**config.mk**
```make
export PLATFORM = sky130hd
export DESIGN_NAME = step_pulse_gen
export DESIGN_NICKNAME = d
export VERILOG_FILES = /design/src/rtl/step_pkg.sv /design/src/rtl/step_interval_timer.sv /design/src/rtl/step_pulse_gen.sv
export SDC_FILE = /design/constraint.sdc
export NUM_CORES = 1
export LEC_CHECK = 0
export ABC_AREA = 1
export BUFFER_PORTS_ARGS = -buffer_cell sky130_fd_sc_hd__buf_2
export CORE_MARGIN = 10
export CORE_UTILIZATION = 45
export DETAILED_ROUTE_END_ITERATION = 8
export SLEW_MARGIN = 20
export SYNTH_ARGS = -nofsm -noshare
export SYNTH_HDL_FRONTEND = slang
export SYNTH_SLANG_ARGS = --single-unit
```
**constraint.sdc**
```tcl
create_clock -name system1000 -period 5.4 [get_ports system1000]
set_input_delay 0.81 -clock system1000 [delete_from_list [all_inputs] [get_ports system1000]]
set_output_delay 0.81 -clock system1000 [all_outputs]
set_load 0.1 [all_outputs]
```
**src/rtl/step_pkg.sv**
```systemverilog
// step_pkg: shared FSM states and step word bit positions for step_pulse_gen
package step_pkg;
  typedef enum logic [1:0] {IDLE, MOVE, SETTLE} state_t;
  localparam int STEP_DIR_BIT = 1;
  localparam int STEP_EN_BIT = 0;
  localparam int MIN_PERIOD = 2;
endpackage

```
**src/rtl/step_interval_timer.sv**
```systemverilog
// step_interval_timer: loadable down-counter giving the step/settle tick
// Ports: clk/rst (async active-high), i_start loads first interval, i_step loads
// next interval, i_settle loads SETTLE_CYC-1 (wins over the others), i_period is
// the clamped step period, o_tick is high while the counter sits at zero.
// STEP_RAMP_EN adds an interval register that ramps from RAMP_START down to i_period.
module step_interval_timer
  import step_pkg::*;
#(
  parameter int PER_W = 16,
  parameter int SETTLE_CYC = 4
`ifdef STEP_RAMP_EN
  ,
  parameter int RAMP_START = 64,
  parameter int RAMP_DEC = 4
`endif
) (
  input  logic             clk,
  input  logic             rst,
  input  logic             i_start,
  input  logic             i_step,
  input  logic             i_settle,
  input  logic [PER_W-1:0] i_period,
  output logic             o_tick
);
  logic [PER_W-1:0] r_cnt, w_first, w_next;
`ifdef STEP_RAMP_EN
  logic [PER_W-1:0] r_ivl;
  logic [PER_W:0]   w_floor;
  assign w_first = (PER_W'(RAMP_START) > i_period) ? PER_W'(RAMP_START) : i_period;
  // widened so the subtraction can never wrap below the floor
  assign w_floor = {1'b0, i_period} + (PER_W+1)'(RAMP_DEC);
  assign w_next = ({1'b0, r_ivl} >= w_floor) ? r_ivl - PER_W'(RAMP_DEC) : i_period;
  always_ff @(posedge clk or posedge rst)
    if (rst) r_ivl <= '0;
    else if (i_start) r_ivl <= w_first;
    else if (i_step) r_ivl <= w_next;
`else
  assign w_first = i_period;
  assign w_next = i_period;
`endif
  always_ff @(posedge clk or posedge rst)
    if (rst) r_cnt <= '0;
    else if (i_settle) r_cnt <= PER_W'(SETTLE_CYC - 1);
    else if (i_start) r_cnt <= w_first - PER_W'(1);
    else if (i_step) r_cnt <= w_next - PER_W'(1);
    else if (r_cnt != '0) r_cnt <= r_cnt - PER_W'(1);
  assign o_tick = r_cnt == '0;
endmodule

```
**src/rtl/step_pulse_gen.sv**
```systemverilog
// step_pulse_gen: absolute-target step command generator for the half-step coil driver
// Ports: system1000 clock, system1000_rst async active-high reset; cmd_valid/cmd_ready
// handshake with cmd_target (signed) and cmd_period; abort stops a move;
// step_cmd = {dir, en}; position is the signed current position; busy in MOVE/SETTLE;
// done pulses once per completed command. Optional macro: STEP_RAMP_EN.
module step_pulse_gen
  import step_pkg::*;
#(
  parameter int POS_W = 16,
  parameter int PER_W = 16,
  parameter int SETTLE_CYC = 4
`ifdef STEP_RAMP_EN
  ,
  parameter int RAMP_START = 64,
  parameter int RAMP_DEC = 4
`endif
) (
  input  logic                    system1000,
  input  logic                    system1000_rst,
  input  logic                    cmd_valid,
  output logic                    cmd_ready,
  input  logic signed [POS_W-1:0] cmd_target,
  input  logic        [PER_W-1:0] cmd_period,
  input  logic                    abort,
  output logic        [1:0]       step_cmd,
  output logic signed [POS_W-1:0] position,
  output logic                    busy,
  output logic                    done
);
  state_t r_state, w_state;
  logic signed [POS_W-1:0] r_target, r_pos, w_pos;
  logic [PER_W-1:0] r_per, w_per;
  logic r_dir, r_en, r_busy, r_done;
  logic w_dir, w_en, w_done, w_start, w_step, w_settle, w_tick;
  // period follows the input while idle so the accept edge captures it
  assign w_per = (r_state != IDLE) ? r_per :
                 (cmd_period < PER_W'(MIN_PERIOD)) ? PER_W'(MIN_PERIOD) : cmd_period;
  step_interval_timer #(
    .PER_W(PER_W),
    .SETTLE_CYC(SETTLE_CYC)
`ifdef STEP_RAMP_EN
    ,
    .RAMP_START(RAMP_START),
    .RAMP_DEC(RAMP_DEC)
`endif
  ) u_timer (
    .clk(system1000),
    .rst(system1000_rst),
    .i_start(w_start),
    .i_step(w_step),
    .i_settle(w_settle),
    .i_period(w_per),
    .o_tick(w_tick)
  );
  always_comb begin
    w_state = r_state;
    w_pos = r_pos;
    w_dir = r_dir;
    w_en = 1'b0;
    w_done = 1'b0;
    w_start = 1'b0;
    w_step = 1'b0;
    w_settle = 1'b0;
    case (r_state)
      IDLE:
        if (cmd_valid) begin
          if (cmd_target == r_pos) w_done = 1'b1;
          else begin
            w_dir = cmd_target > r_pos;
            w_state = MOVE;
            w_start = 1'b1;
          end
        end
      MOVE:
        if (abort) begin
          w_state = SETTLE;
          w_settle = 1'b1;
        end else if (w_tick) begin
          w_en = 1'b1;
          w_step = 1'b1;
          w_pos = r_dir ? r_pos + POS_W'(1) : r_pos - POS_W'(1);
          if (w_pos == r_target) begin
            w_state = SETTLE;
            w_settle = 1'b1;
          end
        end
      SETTLE:
        if (w_tick) begin
          w_done = 1'b1;
          w_state = IDLE;
        end
      default: w_state = IDLE;
    endcase
  end
  always_ff @(posedge system1000 or posedge system1000_rst)
    if (system1000_rst) begin
      r_state <= IDLE;
      r_pos <= '0;
      r_target <= '0;
      r_per <= '0;
      r_dir <= 1'b0;
      r_en <= 1'b0;
      r_busy <= 1'b0;
      r_done <= 1'b0;
    end else begin
      r_state <= w_state;
      r_pos <= w_pos;
      r_per <= w_per;
      r_dir <= w_dir;
      r_en <= w_en;
      r_done <= w_done;
      r_busy <= w_state != IDLE;
      if (w_start) r_target <= cmd_target;
    end
  always_comb begin
    step_cmd = '0;
    step_cmd[STEP_DIR_BIT] = r_dir;
    step_cmd[STEP_EN_BIT] = r_en;
  end
  assign cmd_ready = r_state == IDLE;
  assign position = r_pos;
  assign busy = r_busy;
  assign done = r_done;
endmodule

```
; Word-level counts from Yosys, hierarchy flattened
; Index checks and enable logic that the tools add are counted.
[word_totals]
register_bits = 70
latchBits = 0
ram_bits = 0
mem_bits_ro = 0
inputBits = 36
output_inout_bits = 21
wordCells = 56
memories = 0
[classes]
add_sub_neg = 4
n_mul = 0
n_div = 0
order_cmp = 2
n_eq_ne = 4
n_shift = 0
muxes = 27
n_bitwise = 2
n_reduce_logical = 8
[op_table]
columns = op, count
row1 = $mux 16, 7
row2 = $eq 16x16->1, 2
row3 = $sub 16x1->16 const B, 2
row4 = $add 16x2->16 const B, 1
row5 = $gt 16x16->1, 1
row6 = $logic_not 16->1, 1
row7 = $lt 16x2->1 const B, 1
row8 = $reduce_bool 16->1, 1
row9 = $sub 16x2->16 const B, 1
row10 = $mux 1, 12
row11 = $mux 2, 6
row12 = $pmux 2 s3, 1
row13 = $reduce_and 3->1, 2
row14 = $reduce_bool 2->1, 2
row15 = $reduce_bool 4->1, 1
row16 = $eq 2x1->1 const B, 1
row17 = $eq 2x2->1 const B, 1
row18 = $logic_not 2->1, 1
row19 = $not 1->1, 2
row20 = $pmux 1 s2, 1

; Depth between registers and ports, before layout
; Gate-level depths: netlist of run 1.
[logic_depth]
word_depth = 8
ltp_mapped = 19
depth_no_buf = 19

; Hierarchy
; A second synthesis of run 1 with hierarchy kept.
[hier_totals]
cells_unflattened = 749
hier_area_um2 = 5223.8
[by_module_without_submodules]
columns = module, instances, cells_per_inst, area_per_inst_um2, seq_area_each_um2
row1 = step_pulse_gen, 1, 502, 3723.6, 1351.3
row2 = step_interval_timer, 1, 247, 1500.2, 400.4

; Worst setup path after synthesis of run 1
; Ideal clock, no wire load.
[synth_timing]
kind = reg-to-reg
startpoint = register r_pos[15] (netlist: position[15])
endpoint = register u_timer.r_cnt[2]
setup_ns = 0.073
t_arrival_ns = 2.742
required_time_ns = 5.327
path_slack_ns = 2.585
stages_incl_launch_ff = 14
path_buffers = 1
synth_period_minus_slack_ns = 2.815
cell_sequence = dfrtp_1 -> inv_1 -> ha_1 -> nand4_1 -> or2_1 -> nor3_2 -> nor2_1 -> nand2_4 -> nand2_8 -> inv_4 -> buf_6 -> nor2_1 -> a211o_1 -> a21oi_2
[synth_between]
elab_chain_cells = 8
elab_cells_between_ends = 15
[synth_rtl]
columns = element, line_no
row1 = start: declaration, step_pulse_gen.sv:31  ; logic signed [POS_W-1:0] r_target, r_pos, w_pos;
row2 = start signal: assignment, step_pulse_gen.sv:107  ; r_pos <= w_pos;
row3 = $sub 16x2->16 / $add 16x2->16 (equally long branches), step_pulse_gen.sv:81  ; w_pos = r_dir ? r_pos + POS_W'(1) : r_pos - POS_W'(1);
row4 = $mux 16, step_pulse_gen.sv:81
row5 = $eq 16x16->1, step_pulse_gen.sv:82  ; if (w_pos == r_target) begin
row6 = $mux 1, step_pulse_gen.sv:82
row7 = $mux 1, step_pulse_gen.sv:78  ; end else if (w_tick) begin
row8 = $mux 1, step_pulse_gen.sv:75  ; if (abort) begin
row9 = $mux 1, step_pulse_gen.sv:64  ; case (r_state)
row10 = $reduce_bool 4->1 (no source line) / $mux 16 (equally long branches), --
row11 = end signal: assignment, step_interval_timer.sv:44  ; else if (i_start) r_cnt <= w_first - PER_W'(1);
row12 = end signal: assignment, step_interval_timer.sv:45  ; else if (i_step) r_cnt <= w_next - PER_W'(1);
row13 = end signal: assignment, step_interval_timer.sv:46  ; else if (r_cnt != '0) r_cnt <= r_cnt - PER_W'(1);
row14 = end: declaration, step_interval_timer.sv:25  ; logic [PER_W-1:0] r_cnt, w_first, w_next;
; Parallel ways exist; a longest one is shown, timed or not.
; A chain may end at the register's enable or synchronous reset.

; Worst setup path in the final report of run 1
[layout_timing]
startpoint = register r_dir
endpoint = register u_timer.r_cnt[5]
[layout_between]
elab_chain_cells = 7
elab_cells_between_ends = 8
[layout_rtl]
columns = element, line_no
row1 = start: declaration, step_pulse_gen.sv:33  ; logic r_dir, r_en, r_busy, r_done;
row2 = start signal: assignment, step_pulse_gen.sv:109  ; r_dir <= w_dir;
row3 = $mux 16 *, step_pulse_gen.sv:81
row4 = $eq 16x16->1 *, step_pulse_gen.sv:82
row5 = $mux 1 *, step_pulse_gen.sv:82
row6 = $mux 1 *, step_pulse_gen.sv:78
row7 = $mux 1 *, step_pulse_gen.sv:75
row8 = $mux 1 *, step_pulse_gen.sv:64
row9 = $reduce_bool 4->1 (no source line) / $mux 16 (equally long branches), --
; Every way passes the cells marked *; elsewhere a longest branch is shown, timed or not.

==> impl_metrics.csv, run 1 <==
group,metric,value,unit
floorplan,num_io_pins,57,
global_route,grt_pass1_wl,24.54,mm
yosys,synth-seq-cells,70,
place,dpl_cell_area,0.005688,mm²
yosys,syn-cell-area,0.005313,mm²
power_and_ir_drop,internal_power,0.9476,mW
timing,tightest_slew,0.8750,ns
clock_network,postCtsHoldBufs,0,
floorplan,core,0.01147,mm²
floorplan,die_h,128.7,µm
clock_network,post-cts-setup-buffers,0,
routing,vias_per_cell,5.207,
global_route,grt.total_usage,0.1830,
power_and_ir_drop,total_leakage_power,3.121,nW
layout,n_antenna_cell,0,
routing,dr.max_layer_used,"met4",
clock_network,clk_latency,0.34,ns
global_route,grt_remaining_overflow,0,
yosys,synthFlopType,"dfrtp_1",
worst_setup_path,cp-end-kind,"flip-flop",
worst_setup_path,crit_path_cell_trace,"inv_1 > ha_1 > a21oi_1 > nand2_1 > nand2_1 > nand2_2 > nand2_1 > nand2_1 > nand2_1 > nand2_1 > nand2_1 > nand3_1 > nor2_1 > nand3_1 > nand2_1 > nand2_2 > and2_1",
global_route,antenna_found_initial,0,
timing,drv_slew,0,
timing,period_share,0.6240,
power_and_ir_drop,p_total,1.223,mW
yosys,synth_seq_area_share,0.3297,
timing,timing.hold.ws,0.5010,ns
clock_network,h-tree-depth,3,
clock_network,cts_tree,"yes",
power_and_ir_drop,p_per_area,203.5,mW/mm²
routing,routed-wl-met2,6.427,mm
yosys,synth-xor-area-share,0.03132,
routing,avgRoutedWirePerCell,15.26,µm
layout,syn2layout_area_growth,13.14,%
power_and_ir_drop,p_seq_frac,0.429,
timing,slew-limit-headroom,0.4160,
timing,skew,0.008846,ns
clock_network,clk_pin_slew,0.06,ns
worst_setup_path,worstSetupPathType,"flip-flop to flip-flop",
yosys,synth_compound_area_frac,0.1098,
clock_network,cts_buffers,9,
yosys,synth_top_family_by_area,"simple AND/OR/NAND/NOR gates",
worst_setup_path,slowest_delay,0.43,ns
worst_setup_path,critical_path_peak_fanout,15,
worst_setup_path,cp.arrival,3.61,ns
worst_setup_path,critPathSlowestCell,"inv_1",
routing,drt_first_pass_iters,5,
place,dp_hpwl,11.31,mm
routing,routed_wl,14.58,mm
clock_network,post_cts_resized,0,
worst_setup_path,crit_path_start_kind,"flip-flop",
timing,hold_viol,0,
power_and_ir_drop,clkPwrFrac,0.534,
yosys,ys_warn_count,0,
timing,rsz0062_at_grt,"no",
floorplan,die_w,128.7,µm
yosys,synthAdderAreaFrac,0.07913,
power_and_ir_drop,switching_share,0.2253,
routing,m1WireLength,7.134,mm
floorplan,die_area,0.01655,mm²
layout,drive_gt1_frac,0.1539,
worst_setup_path,cp_top_family,"simple AND/OR/NAND/NOR gates",
layout,final_cells,955,
yosys,syn_area_per_cell,7.065,µm²
yosys,synth_simple_gate_area_share,0.3493,
floorplan,initial_core_util,0.4633,
power_and_ir_drop,peakVddDrop,0.0001873,V
yosys,synth_edf_count,0,
clock_network,clock_path_buffers,2,
worst_setup_path,cp.required,5.64,ns
yosys,yosysTopAreaCellShare,0.3297,
place,dp_cells,939,
yosys,synth_area_leaders,"dfrtp_1 (33%), nand2_1 (15%), ha_1 (7.5%)",
routing,ant_nets,0,
routing,drc_errors,0,
timing,layout_min_cycle_time,3.369,ns
yosys,yosys.area.top_type,"dfrtp_1",
yosys,syn_nets,821,
timing,fmax,296.8,MHz
outcome,run_status,"completed",
timing,setup_viol,0,
timing,fin_tns_setup,0,ns
routing,vias,4973,
routing,route.met3.wl,735,µm
power_and_ir_drop,p_comb_frac,0.037,
floorplan,rows,39,
power_and_ir_drop,p_switching,0.2756,mW
global_route,grt_max_degree,38,
layout,design_area,0.006011,mm²
clock_network,cts-root-buf,"clkbuf_16",
worst_setup_path,cpMostUsedCell,"nand2_1",
yosys,synth.mux.area_fraction,0,
clock_network,cts_sinks,70,
global_route,grt_pass1_vias,4931,
hold_path,hold_path_class,"flip-flop to flip-flop",
yosys,syn_inst,752,
place,gp_congestion,0.9049,
yosys,async_flop_share,1.000,
layout,nets,876,
place,portBuffers,56,
flow_run,drv_cap,0,
routing,drt_iter0_drc,355,
worst_setup_path,path_buf_inv,1,
yosys,ys_types,47,
==> cell type report <==
type	instances	area, µm²
clock buffers	9	225.2
clock inverters	7	97.59
fillers	1152	5456
inverters	115	436.7
multi-input cells	553	3025
flip-flops and latches	70	1752
well taps	143	178.9
repair buffers	58	295.3
==> flip-flops by register name, indices dropped and copies added, names as in the netlist <==
name,flops
position,16
r_per,16
r_target,16
u_timer.r_cnt,16
r_state,2
busy,1
done,1
r_dir,1
r_en,1
==> per-stage QoR <==
stage	util	setup WS (ns)
after global placement	0.4960	2.105
after floorplan	-	2.585
after detailed placement	0.4960	2.051
final	0.5242	2.031
after global routing	0.5242	1.666
after CTS	0.5242	2.083
==> worst register-to-register path: stages, from the launching register on <==
cell and delay, ns:
dfrtp_1 0.42, inv_1 0.43, ha_1 0.40, a21oi_1 0.23, nand2_1 0.14, nand2_1 0.14, nand2_2 0.09, nand2_1 0.09
nand2_1 0.06, nand2_1 0.07, nand2_1 0.07, nand2_1 0.06, nand3_1 0.06, nor2_1 0.14, nand3_1 0.13, nand2_1 0.35
nand2_2 0.17, and2_1 0.22
==> routing by layer <==
metal	up-vias	track usage
li1	2545	-
met1	2291	0.2502
met2	115	0.2804
met3	22	0.04271
met4	0	0.05632
met5	-	0
==> cells by family (layout without fill, tap and decap cells) <==
logic type | count (synthesis) | count (layout)
compound gates | 100 | 100
xor+xnor | 19 | 19
fa+ha+maj | 33 | 33
buf+inv | 129 | 189
flops | 70 | 70
simple gates | 401 | 401
==> synth_stat cells (all sizes together), types with 2 or more instances <==
master  number
nand4        9
inv        115
o21ai       51
buf          8
clkbuf       6
a21boi       2
a31oi        3
nor3        14
o21a         6
nor4         2
and2         2
dfrtp       70
o211ai       3
or2          4
nand3b      10
xor2        15
xnor2        4
nand3       74
nand2      225
nor2        61
a21oi       29
ha          32
a22oi        2
==> cells in the final DEF, fill, tap and decap left out, drive strengths merged, types with 2 or more instances in the layout <==
cell type  instances
and2               2
o21a               6
a21oi             29
nand4              9
clkinv             3
buf               58
bufinv             2
xor2              15
a21boi             2
or2                4
nand3             74
a22oi              2
a31oi              3
dfrtp             70
clkbuf             9
nor3              14
o21ai             51
inv              116
nand2            225
nand3b            10
ha                32
o211ai             3
xnor2              4
nor4               2
nor2              61
==> path summary, 6_finish.rpt <==
kind | start | to | slack, ns | cells past startpoint
worst min-delay path | r_target[2] | r_target[2] | 0.50 | 2
worst min register to register | r_target[2] | r_target[2] | 0.50 | 2
worst max-delay path | r_dir | u_timer.r_cnt[5] | 2.03 | 17
max in group asynchronous | system1000_rst | done | 3.80 | 3
worst max register to register | r_dir | u_timer.r_cnt[5] | 2.03 | 17
min in group asynchronous | system1000_rst | r_per[12] | 0.60 | 2
==> power by group through the flow <==
stage | Sequential [mW] | Combinational, mW | Clock [mW]
6_report | 0.525 | 0.0456 | 0.653
5_1_grt | 0.524 | 0.0528 | 0.690
4_1_cts | 0.524 | 0.0466 | 0.665
3_5_place_dp | 0.534 | 0.0462 | 0
3_3_place_gp | 0.534 | 0.0451 | 0
2_1_floorplan | 0.534 | 0.0222 | 0
No activity file was read; power rests on OpenSTA's default activity.
==> run 2, diff against run 1 <==
==> constraint.sdc (replaced) <==
create_clock -name system1000 -period 3.1 [get_ports system1000]
set_input_delay 0.465 -clock system1000 [delete_from_list [all_inputs] [get_ports system1000]]
set_output_delay 0.465 -clock system1000 [all_outputs]
set_load 0.1 [all_outputs]
==> run 2 against run 1 <==
Compared with the run above:
- non-clock buffer count is 10 higher
- routed wire length is 0.24% higher
- global-route usage is 0.36 points lower
- first-iteration DRC count is 20% higher
- clock skew is 0.0047 ns lower
- clock-buffer cell count stayed put
- cell area is 1.9% higher
- sequential power is 74% higher
- critical path type unchanged
- critical endpoint is now u_timer.r_cnt[3]
==> impl_metrics.csv, run 2 (same netlist as run 1, synthesis figures left out) <==
group,metric,value,unit
outcome,run_status,"completed",
layout,final_cells,966,
worst_setup_path,critical_path_peak_fanout,10,
worst_setup_path,cp.required,3.32,ns
layout,drive_gt1_frac,0.1774,
layout,n_antenna_cell,0,
floorplan,die_h,128.7,µm
clock_network,clk_latency,0.35,ns
place,dp_hpwl,11.50,mm
clock_network,clk_pin_slew,0.06,ns
global_route,grt_remaining_overflow,0,
routing,drt_first_pass_iters,5,
routing,vias,5053,
global_route,grt.total_usage,0.1794,
layout,nets,887,
layout,final_common_cell,"nand2_1",
floorplan,core,0.01147,mm²
power_and_ir_drop,internal_power,1.579,mW
place,gp_congestion,0.9062,
layout,fillers,1149,
routing,drt_iter0_drc,427,
floorplan,initial_core_util,0.4633,
clock_network,cts_buffers,9,
layout,syn2layout_area_growth,15.28,%
worst_setup_path,cp-end-kind,"flip-flop",
timing,layout_min_cycle_time,2.911,ns
floorplan,rows,39,
global_route,grt_pass1_vias,4841,
place,dp_cells,948,
timing,drv_slew,0,
power_and_ir_drop,p_per_area,337.7,mW/mm²
clock_network,clock_path_buffers,2,
clock_network,h-tree-depth,3,
timing,period_share,0.9391,
timing,skew,0.004182,ns
power_and_ir_drop,switching_share,0.2368,
global_route,grt_pass1_wl,24.12,mm
global_route,antenna_found_initial,0,
routing,ant_nets,0,
floorplan,die_w,128.7,µm
routing,drc_errors,0,
layout,final_cell_mix,"nand2_1 (216), inv_1 (101), nand3_1 (70)",
worst_setup_path,cp.arrival,3.14,ns
power_and_ir_drop,peakVddDrop,0.0002896,V
layout,fin_util,0.5341,
worst_setup_path,crit_path_start_kind,"flip-flop",
worst_setup_path,worstSetupPathType,"flip-flop to flip-flop",
power_and_ir_drop,p_seq_frac,0.442,
timing,setup_viol,0,
global_route,grt_max_degree,44,
clock_network,cts_tree,"yes",
place,portBuffers,56,
floorplan,die_area,0.01655,mm²
hold_path,hold_path_class,"primary input to asynchronous set/reset pin",
timing,tightest_slew,0.6629,ns
timing,fmax,343.5,MHz
timing,slew-limit-headroom,0.5574,
routing,vias_per_cell,5.231,
routing,routed_wl,14.61,mm
power_and_ir_drop,p_switching,0.4899,mW
clock_network,postCtsHoldBufs,0,
power_and_ir_drop,clkPwrFrac,0.519,
floorplan,num_io_pins,57,
power_and_ir_drop,p_comb_frac,0.039,
power_and_ir_drop,total_leakage_power,3.159,nW
clock_network,cts_sinks,70,
clock_network,cts-root-buf,"clkbuf_16",
flow_run,drv_cap,0,
routing,avgRoutedWirePerCell,15.13,µm
timing,fin_tns_setup,0,ns
timing,hold_viol,0,
run 2: repair_timing:
| item | in CTS | in global routing |
|---|---|---|
| gates resized for setup | 0 | 11 |
| setup buffers | 0 | 1 |
| endpoints found under the setup margin | 0 | 19 |
run 2: final timing paths:
path / from / end / slack [ns] / cells after the start
setup / recovery: r_dir / u_timer.r_cnt[3] / 0.19 / 18
hold / removal: system1000_rst / r_per[12] / 0.21 / 2
setup reg to reg: r_dir / u_timer.r_cnt[3] / 0.19 / 18
hold reg to reg: r_state[0] / done / 0.49 / 1
max in group asynchronous: system1000_rst / position[3] / 2.22 / 3
min in group system1000: cmd_target[2] / r_target[2] / 0.33 / 3
run 2: metrics by stage:
step / cell area, µm² / hold WS (ns) / setup WS [ns] / power, mW
3_5_place_dp: 5768 / 0.4887 / 0.1546 / 1.013
2_1_floorplan: 5313 / 0.4516 / 0.2854 / 0.9691
3_3_place_gp: 5768 / 0.4833 / 0.1800 / 1.012
5_1_grt: 6125 / 0.2784 / -0.04411 / 2.138
4_1_cts: 6076 / 0.2382 / 0.1276 / 2.090
6_report: 6125 / 0.2076 / 0.1889 / 2.068
run 2: worst max-delay path, cell delays in order, from the launching register on:
cell	delay, ns
dfrtp_2	0.44
clkinvlp_4	0.21
buf_4	0.21
ha_1	0.34
nand2_1	0.13
nor2_2	0.18
and2_1	0.14
nand2_1	0.10
nand2_1	0.11
nand2_1	0.05
nand2_1	0.07
nor2_1	0.05
nor2_1	0.08
nand2_1	0.06
nor2_1	0.12
nand3_2	0.13
nand2_2	0.10
buf_4	0.18
a21boi_1	0.09
run 2: final cells by class:
| type | count | area [µm²] | area share |
|---|---|---|---|
| multi-input cells | 553 | 3054 | 0.4987 |
| flip-flops and latches | 70 | 1753 | 0.2862 |
| inverters | 115 | 440.4 | 0.07191 |
| repair buffers | 68 | 382.9 | 0.06251 |
| clock buffers | 9 | 225.2 | 0.03677 |
| well taps | 143 | 178.9 | 0.02921 |
| clock inverters | 7 | 82.58 | 0.01348 |
| repair inverters | 1 | 7.507 | 0.001226 |
run 2: routing by layer:
layer  up-vias  global-route usage  share of wire
li1       2569                   -              -
met1      2368              0.2466           0.49
met2       101              0.2771           0.45
met3        15             0.03203          0.048
met4         0             0.06221          0.014
met5         -                   0              0
run 2: power by group through the flow:
stage / Clock (mW) / Combinational [mW] / Sequential [mW]
finish: 1.07 / 0.0810 / 0.914
floorplan: 0 / 0.0387 / 0.930
CTS: 1.09 / 0.0832 / 0.913
global placement: 0 / 0.0815 / 0.930
detailed placement: 0 / 0.0823 / 0.930
global route: 1.13 / 0.0947 / 0.913
